### config.mk
export PLATFORM = sky130hd
export DESIGN_NAME = huf_ctrl_flat
export DESIGN_NICKNAME = d
export VERILOG_FILES = /design/src/rtl/huf_pkg.sv /design/src/rtl/huf_ctrl_if.sv /design/src/rtl/huf_code_len.sv /design/src/rtl/huf_ctrl.sv /design/src/flat_wrapper.sv
export SDC_FILE = /design/constraint.sdc
export NUM_CORES = 1
export LEC_CHECK = 0
export BUFFER_PORTS_ARGS = -buffer_cell sky130_fd_sc_hd__buf_4
export CAP_MARGIN = 20
export CORE_MARGIN = 2
export CORE_UTILIZATION = 55
export CTS_CLUSTER_DIAMETER = 50
export DETAILED_ROUTE_END_ITERATION = 12
export PLACE_DENSITY = 0.77
export SLEW_MARGIN = 20
export SYNTH_ARGS = -nofsm -noshare
export SYNTH_HDL_FRONTEND = slang
export SYNTH_SLANG_ARGS = --single-unit
### constraint.sdc
create_clock -name Clk -period 3.3 [get_ports Clk]
set_input_delay 0.66 -clock Clk [delete_from_list [all_inputs] [get_ports Clk]]
set_output_delay 0.66 -clock Clk [all_outputs]
set_load 0.02 [all_outputs]
### src/rtl/huf_pkg.sv
// Shared constants and FSM state type for the Huffman table controller.
package huf_pkg;
  localparam int NUM_SYM = 10;
  localparam int CNT_W   = 8;
  localparam int CODE_W  = 6;
  localparam int LEN_W   = 3;

  // Empty table entry: marker bit only, i.e. a zero-length code.
  localparam logic [CODE_W-1:0] CODE_RST = 6'b000001;

  typedef enum logic [2:0] {
    IDLE  = 3'd0,
    COUNT = 3'd1,
    CLR   = 3'd2,
    BUILD = 3'd3,
    LATCH = 3'd4,
    READY = 3'd5
  } state_e;
endpackage

### src/rtl/huf_ctrl_if.sv
// Digit stream handshake. Sym_Valid/Sym_Data come from the master; a transfer
// happens on a rising clock edge where Sym_Valid and Sym_Ready are both 1.
interface huf_ctrl_if;
  logic       Sym_Valid;
  logic       Sym_Ready;
  logic [3:0] Sym_Data;

  modport master (output Sym_Valid, output Sym_Data, input Sym_Ready);
  modport slave  (input Sym_Valid, input Sym_Data, output Sym_Ready);
endinterface

### src/rtl/huf_code_len.sv
// Leading-one detector: code word with leading-1 marker -> code length.
module huf_code_len
  import huf_pkg::*;
(
  input  logic [CODE_W-1:0] code_i,
  output logic [LEN_W-1:0]  len_o
);
  // Highest set bit wins because later loop iterations overwrite earlier ones.
  always_comb begin
    len_o = '0;
    for (int i = 0; i < CODE_W; i++) begin
      if (code_i[i]) len_o = LEN_W'(i);
    end
  end
endmodule

### src/rtl/huf_ctrl.sv
// Frame controller around an external Huffman encoder: counts digits, resets and
// runs the encoder, latches its code table. Optional build timeout: HUF_CTRL_TIMEOUT_EN.
module huf_ctrl
  import huf_pkg::*;
#(
  parameter logic [7:0] FRAME_LEN = 8'd100,
  parameter logic [7:0] TIMEOUT   = 8'd200
) (
  input  logic                      Clk,
  input  logic                      Reset,
  input  logic                      Start,
  huf_ctrl_if.slave                 sym,
  output logic                      Huf_Rst_n,
  output logic                      Huf_En,
  output logic [NUM_SYM*CNT_W-1:0]  Huf_Count,
  input  logic [NUM_SYM*CODE_W-1:0] Huf_Code,
  input  logic                      Huf_Re,
  input  logic [3:0]                Lookup_Digit,
  output logic [CODE_W-1:0]         Lookup_Code,
  output logic [LEN_W-1:0]          Lookup_Len,
  output logic                      Done,
  output logic                      Err,
  output state_e                    Dbg_State
);
  state_e            state_q, state_d;
  logic [CNT_W-1:0]  cnt_q [NUM_SYM];
  logic [CNT_W-1:0]  cnt_d [NUM_SYM];
  logic [CNT_W-1:0]  sym_cnt_q, sym_cnt_d;
  logic [CODE_W-1:0] tbl_q [NUM_SYM];
  logic [CODE_W-1:0] tbl_d [NUM_SYM];
  logic              rst_n_q;
  logic              xfer;
  logic [CODE_W-1:0] code_sel;

`ifdef HUF_CTRL_TIMEOUT_EN
  logic [7:0] tmo_q, tmo_d;
  logic       err_q, err_d;
`else
  logic       unused_tmo;
  assign unused_tmo = ^TIMEOUT;
`endif

  assign xfer          = sym.Sym_Valid && (state_q == COUNT);
  assign sym.Sym_Ready = (state_q == COUNT);

  always_comb begin
    state_d   = state_q;
    cnt_d     = cnt_q;
    sym_cnt_d = sym_cnt_q;
    tbl_d     = tbl_q;
`ifdef HUF_CTRL_TIMEOUT_EN
    tmo_d     = tmo_q;
    err_d     = err_q;
`endif
    case (state_q)
      IDLE, READY: begin
        if (Start) begin
          state_d   = COUNT;
          cnt_d     = '{default: '0};
          sym_cnt_d = '0;
`ifdef HUF_CTRL_TIMEOUT_EN
          err_d     = 1'b0;
`endif
        end
      end
      COUNT: begin
        // Digits 10..15 are consumed by the handshake but never counted.
        if (xfer && (sym.Sym_Data < 4'(NUM_SYM))) begin
          for (int i = 0; i < NUM_SYM; i++) begin
            if (sym.Sym_Data == 4'(i)) cnt_d[i] = cnt_q[i] + 8'd1;
          end
          sym_cnt_d = sym_cnt_q + 8'd1;
          if (sym_cnt_q + 8'd1 == FRAME_LEN) state_d = CLR;
        end
      end
      CLR: begin
        state_d = BUILD;
`ifdef HUF_CTRL_TIMEOUT_EN
        tmo_d   = '0;
`endif
      end
      BUILD: begin
        if (Huf_Re) begin
          state_d = LATCH;
        end
`ifdef HUF_CTRL_TIMEOUT_EN
        else if (tmo_q == TIMEOUT - 8'd1) begin
          state_d = IDLE;
          err_d   = 1'b1;
        end else begin
          tmo_d = tmo_q + 8'd1;
        end
`endif
      end
      LATCH: begin
        for (int i = 0; i < NUM_SYM; i++) tbl_d[i] = Huf_Code[i*CODE_W +: CODE_W];
        state_d = READY;
      end
      default: state_d = IDLE;
    endcase
  end

  always_ff @(posedge Clk or negedge Reset) begin
    if (!Reset) begin
      state_q   <= IDLE;
      cnt_q     <= '{default: '0};
      sym_cnt_q <= '0;
      tbl_q     <= '{default: CODE_RST};
      rst_n_q   <= 1'b0;
    end else begin
      state_q   <= state_d;
      cnt_q     <= cnt_d;
      sym_cnt_q <= sym_cnt_d;
      tbl_q     <= tbl_d;
      // Registered from next state so the encoder reset is glitch-free and low exactly in CLR.
      rst_n_q   <= (state_d != CLR);
    end
  end

`ifdef HUF_CTRL_TIMEOUT_EN
  always_ff @(posedge Clk or negedge Reset) begin
    if (!Reset) begin
      tmo_q <= '0;
      err_q <= 1'b0;
    end else begin
      tmo_q <= tmo_d;
      err_q <= err_d;
    end
  end
  assign Err = err_q;
`else
  assign Err = 1'b0;
`endif

  assign Huf_Rst_n = rst_n_q;
  assign Huf_En    = (state_q == BUILD);
  assign Done      = (state_q == READY);
  assign Dbg_State = state_q;

  always_comb begin
    Huf_Count = '0;
    for (int i = 0; i < NUM_SYM; i++) Huf_Count[i*CNT_W +: CNT_W] = cnt_q[i];
  end

  always_comb begin
    code_sel = '0;
    for (int i = 0; i < NUM_SYM; i++) begin
      if (Lookup_Digit == 4'(i)) code_sel = tbl_q[i];
    end
  end

  assign Lookup_Code = code_sel;

  huf_code_len u_code_len (
    .code_i (code_sel),
    .len_o  (Lookup_Len)
  );
endmodule

### src/flat_wrapper.sv
// flat-port wrapper written by rule: the top's interface ports become plain ports
module huf_ctrl_flat import huf_pkg::*;
#(
  parameter logic [7:0] FRAME_LEN = 8'd100,
  parameter logic [7:0] TIMEOUT   = 8'd200
)
  (Clk, Reset, Start, Huf_Rst_n, Huf_En, Huf_Count, Huf_Code, Huf_Re, Lookup_Digit, Lookup_Code, Lookup_Len, Done, Err, Dbg_State, sym_Sym_Valid, sym_Sym_Data, sym_Sym_Ready);
  huf_ctrl_if sym_i ();
  input  logic Clk;
  input  logic Reset;
  input  logic Start;
  output logic Huf_Rst_n;
  output logic Huf_En;
  output logic [NUM_SYM*CNT_W-1:0] Huf_Count;
  input  logic [NUM_SYM*CODE_W-1:0] Huf_Code;
  input  logic Huf_Re;
  input  logic [3:0] Lookup_Digit;
  output logic [CODE_W-1:0] Lookup_Code;
  output logic [LEN_W-1:0] Lookup_Len;
  output logic Done;
  output logic Err;
  output state_e Dbg_State;
  input wire logic [$bits(sym_i.Sym_Valid)-1:0] sym_Sym_Valid;
  input wire logic [$bits(sym_i.Sym_Data)-1:0] sym_Sym_Data;
  output wire logic [$bits(sym_i.Sym_Ready)-1:0] sym_Sym_Ready;
  assign sym_i.Sym_Valid = sym_Sym_Valid;
  assign sym_i.Sym_Data = sym_Sym_Data;
  assign sym_Sym_Ready = sym_i.Sym_Ready;
  huf_ctrl #(.FRAME_LEN(FRAME_LEN), .TIMEOUT(TIMEOUT)) u_core (.Clk(Clk), .Reset(Reset), .Start(Start), .sym(sym_i), .Huf_Rst_n(Huf_Rst_n), .Huf_En(Huf_En), .Huf_Count(Huf_Count), .Huf_Code(Huf_Code), .Huf_Re(Huf_Re), .Lookup_Digit(Lookup_Digit), .Lookup_Code(Lookup_Code), .Lookup_Len(Lookup_Len), .Done(Done), .Err(Err), .Dbg_State(Dbg_State));
endmodule
---- Yosys cells after proc, flatten, opt, wreduce, memory -nomap -nowiden ----
Cells that the tools add are included.
operators by class
  add/sub/neg operators ................... 11
  order comparisons ....................... 1
  eq/ne operators ......................... 37
  mux-type cells .......................... 36
  reductions and logical operators ........ 18
operators by type and width
  operator             number
  $mux 80              2
  $pmux 80 s2          1
  $mux 8               12
  $add 8x1->8 const B  11
  $mux 6               10
  $reduce_and 4->1     10
  $eq 4x3->1 const B   8
  $mux 3               8
  $ne 2x1->1 const B   11
  $eq 4x2->1 const B   4
  $eq 4x4->1 const B   4
  $pmux 8 s2           1
  $pmux 3 s5           1
  $eq 4x1->1 const B   2
  $eq 8x7->1 const B   1
  $logic_not 4->1      2
  $eq 3x2->1 const B   2
  $eq 3x3->1 const B   2
  $lt 4x4->1 const B   1
  $eq 3x1->1 const B   1
  $logic_not 3->1      1
  $ne 3x2->1 const B   1
  $reduce_and 3->1     1
  $logic_and 1x1->1    2
  4 further kinds      4
storage, ports and cells
  register bits after elaboration ......... 152
  input bits .............................. 73
  output and inout port bits .............. 97
  word-level logic and storage cells ...... 126

---- Depth between registers and ports, before layout ----
  depth after elaboration ................. 16
  mapped depth ............................ 10

---- By module ----
From an unflattened synthesis, not the netlist that was laid out.
second synthesis, totals
  cells, all modules ...................... 720
  area total of the unflattened synthesis .. 7657.3 um2
modules (own cells, without submodules)
  module        instances  cells each  area each (um2)  sequential area each (um2)
  huf_ctrl      1          714         7626.1           3816.2
  huf_code_len  1          6           31.3             0.0

---- Least setup slack after synthesis ----
No wires, ideal clock.
  path kind ............................... input port to output port
  from .................................... input port Lookup_Digit[2]
  to ...................................... output port Lookup_Len[1]
  data arrival time ....................... 2.715 ns
  data required time ...................... 2.640 ns
  path slack .............................. -0.075 ns
  stages .................................. 6
  path buffers ............................ 1
  path through ............................ clkbuf_1 > mux2_2 > o221ai_1 > a211o_1 > o221ai_1 > nor4b_1
RTL lines
  element                   line                RTL
  start: declaration        flat_wrapper.sv:17  input logic [3:0] Lookup_Digit;
  $logic_not 4->1           huf_ctrl.sv:148     if (Lookup_Digit == 4'(i)) code_sel = tbl_q[i];
  $mux 6 (9 in a row)       huf_ctrl.sv:148
  $mux 6 (*)                huf_ctrl.sv:148
  named net Lookup_Code[4]  flat_wrapper.sv:18  output logic [CODE_W-1:0] Lookup_Code;
  $mux 3 (*) (2 in a row)   huf_code_len.sv:12  if (code_i[i]) len_o = LEN_W'(i);
  end: declaration          flat_wrapper.sv:19  output logic [LEN_W-1:0] Lookup_Len;
Mark *: on every way through the listed nets, which the timed path passes. The rest lies on a longest branch.

---- Worst setup path in the final report ----
  from .................................... input port Lookup_Digit[2]
  to ...................................... output port Lookup_Len[1]
on the way
  word-level cells in the longest chain between the ends .. 15
ends and longest elaborated chain
  element              line
  $logic_not 4->1      huf_ctrl.sv:148
  $mux 6 (9 in a row)  huf_ctrl.sv:148
  $mux 6 (*)           huf_ctrl.sv:148
  $mux 3 (3 in a row)  huf_code_len.sv:12
  $mux 3 (*)           huf_code_len.sv:12
Mark *: on every way between the ends. The rest lies on a longest branch, timed or not.

==> flow_metrics.tcl <==
set metrics [dict create \
    cp.required_ns 2.64 \
    syn-mean-instance-area_sq_um 10.6 \
    path_buf_inv 3 \
    status "complete, no violations" \
    synthDominantCellAreaShare_pct 45.6 \
    area.growth.synth_to_final_pct 26.2 \
    drt_iter0_markers 569 \
    finalCritPeriodShare_pct 96.2 \
    pin_count 170 \
    yosysUniqueCellTypes 61 \
    ys_warn_count 0 \
    yosys_register_bits 152 \
    crit_path_end_kind "output pin" \
    place.gp.congestion 0.903 \
    cts_buffers 17 \
    maxCapViolations 0 \
    crit_type "in -> out" \
    use_met1_pct 36.9 \
    via_count 6503 \
    ys_seq_area_share_pct 48.9 \
    grt_pass1_vias 6406 \
    fp.dieW_um 123 \
    slowest_delay_ns 0.47 \
    initial_core_util_pct 56.2 \
    cp_data_arrival_time_ns 2.51 \
    crit_fanout 2 \
    nets 976 \
    r2r-start "u_core.Dbg_State[0]$_DFF_PN0_" \
    timing.fmax_mhz 315 \
    drc_errors 0 \
    fin_skew_ns 0.00811 \
    num_rows 43 \
    synthAdderAreaFrac_pct 1.77 \
    start_kind "primary input" \
    grtUsageTotal_pct 27.3 \
    core-area_sq_um 13900 \
    cp_num_cells 8 \
    slowest_stage "mux4_2" \
    cp_top_family "simple AND/OR/NAND/NOR gates" \
    drt_pass1_iterations 5 \
    cts_resized 0 \
    rsz0062_at_grt "no" \
    diodes 0 \
    cts.sinks 152 \
    antenna_found_initial 0 \
    portBuffers 168 \
    total_leakage_power_nw 4.57 \
    post-dp-hpwl_mm 14.2 \
    synth_compound_area_share_pct 13.3 \
    dieArea_sq_um 15100 \
    r2r_setup_slack_ns 0.52 \
    grt_max_degree 70 \
    hold_buffers 0 \
    async_flop_share_pct 100 \
    whs_ns 0.242 \
    cts_root_buffer "clkbuf_16" \
    grt_pass1_wl_mm 32.1 \
    finalHoldViolations 0 \
    slew_viol_final 0 \
    cts_setup_buffers 0 \
    synthTopCellsByArea "dfrtp_1 (46%), mux2_2 (10%), xnor2_1 (3.6%), dfstp_2 (3.4%), nor2_1 (2.6%)" \
    setup_violations 0 \
    clockBufferDepth 2 \
    clk_latency_ns 0.42 \
    final_common_cell "buf_4" \
    startpoint "Lookup_Digit[2]" \
    crit_chain "buf_4, or2_2, mux4_2, a221oi_1, inv_1, nor3_1, nor4b_2, buf_4" \
    p_per_area_nw_per_um2 512 \
    clk_pin_slew_ns 0.06 \
    viasPerCell 5.99 \
    synth-xor-area-share_pct 4.04 \
    cp_common_cell "buf_4" \
    top_usage_layer "met2" \
    syn_nets 818 \
    cp-endpoint "Lookup_Len[1]" \
    setup_tns_ns 0 \
    slew_headroom_pct 51.7 \
    synth_top_family_by_area "simple AND/OR/NAND/NOR gates" \
    use_met2_pct 44.8 \
    synth_mux_area_share_pct 12.7 \
    met3_usage_pct 5.26 \
    hp-class "in -> async" \
    cts_tree "built" \
    worst_pin_slew_ns 0.724 \
    overflow 0 \
    cts-htree-levels 4 \
    finalCriticalPeriod_ns 3.17 \
    wl_per_cell_um 18.8 \
    synth_area_leader_cell "dfrtp_1" \
    r2r_end "u_core.Huf_Count[14]$_DFFE_PN0P_" \
    fp.dieH_um 123 \
    syn_area_sq_um 7800 \
    ff2ff_path_depth 6 \
    ant_nets 0 \
    routed_wl_mm 20.4 \
    syn-instance-count 734 \
    yosys.area_share.simple_pct 15.9 \
    final_cell_mix "buf_4 (178), dfrtp_1 (142), mux2_2 (71)" \
    irDropWorstVdd_mv 0.386 \
    drive_gt1_share_pct 33.9 \
    synth-edff-count 0 \
    ys_dominant_reg_cell "dfrtp_1" \
]
## how the worst min path moves through the flow
stage	start	cells after the start	slack [ns]	endpoint
after floorplan	Reset	0	0.36	u_core.Dbg_State[0]$_DFF_PN0_
after CTS	Reset	1	0.28	u_core.Huf_Count[0]$_DFFE_PN0P_
after global routing	Reset	1	0.31	u_core.Huf_Count[15]$_DFFE_PN0P_
final	Reset	1	0.24	u_core.Huf_Count[0]$_DFFE_PN0P_
after detailed placement	u_core.tbl_q[29]$_DFFE_PN0N_	1	0.50	u_core.tbl_q[29]$_DFFE_PN0N_
after global placement	u_core.sym_cnt_q[7]$_DFFE_PN0P_	1	0.48	u_core.sym_cnt_q[7]$_DFFE_PN0P_
## cell families after synthesis
family	Yosys count
simple gates	234
compound gates	156
flops	152
mux	86
buf+inv	58
xor+xnor	36
fa+ha+maj	11
other cells	1
## cells in the mapped netlist (3+ instances only)
library cell	count
dfrtp_1	142
mux2_2	71
nor2_1	55
nand2_1	51
a21oi_1	37
o21ai_0	33
nand3_1	32
xnor2_1	32
a211oi_1	27
o31ai_1	23
or4_1	22
clkbuf_1	21
inv_1	16
nand4_1	14
mux2i_1	12
ha_1	11
a21o_1	10
buf_2	10
dfstp_2	10
nor2b_1	9
nand3b_1	6
nor3_1	6
and2_1	5
buf_1	5
nand2b_1	5
nor4_1	5
a31oi_1	4
xor2_1	4
a2111oi_2	3
a32o_1	3
and3_1	3
and3b_1	3
buf_6	3
mux4_2	3
or2_2	3
or3_1	3
## report_power, final
part	internal, mW	switching, mW
clock network	1.32	0.747
registers	1.99	0.169
logic	0.361	0.454
## layout make-up
cell class                      instances  area (sq um)
Multi-Input combinational cell        524          3740
Timing Repair Buffer                  180          1370
Clock buffer                           23           478
Inverter                               17          68.8
Tap cell                              180           225
Fill cell                             993          4040
Clock inverter                          9           148
Sequential cell                       152          3820
## per-layer routing
layer,share of wire (%),vias to the layer above
met4,1.5,0
met5,0,-
li1,-,3020
met1,43,3239
met2,50,216
met3,5.2,28
## through the flow
stage	instances	cell area [sq um]	setup slack, ns	util, %	total power, mW
6_report	1085	9840	0.126	70.9	5.04
5_1_grt	1085	9840	0.00845	70.9	5.25
4_1_cts	1085	9830	0.105	70.8	5.07
3_5_place_dp	1053	9210	0.125	66.3	3.00
3_3_place_gp	1053	9210	0.181	66.3	2.94
2_1_floorplan	734	7800	0.186	-	2.59
## worst register-to-register path: stages, from the launching register on
cell	delay [ns]
dfrtp_1	0.56
or3b_1	0.46
clkinv_4	0.16
nand3_4	0.33
a21o_1	0.39
or4_1	0.59
a21oi_1	0.20
## state kept, by name, indices dropped and copies added (netlist names)
name              cells
u_core.Huf_Count     80
u_core.tbl_q         60
u_core.sym_cnt_q      8
u_core.Dbg_State      3
u_core.Huf_Rst_n      1
(Power assumes the default switching activity.)
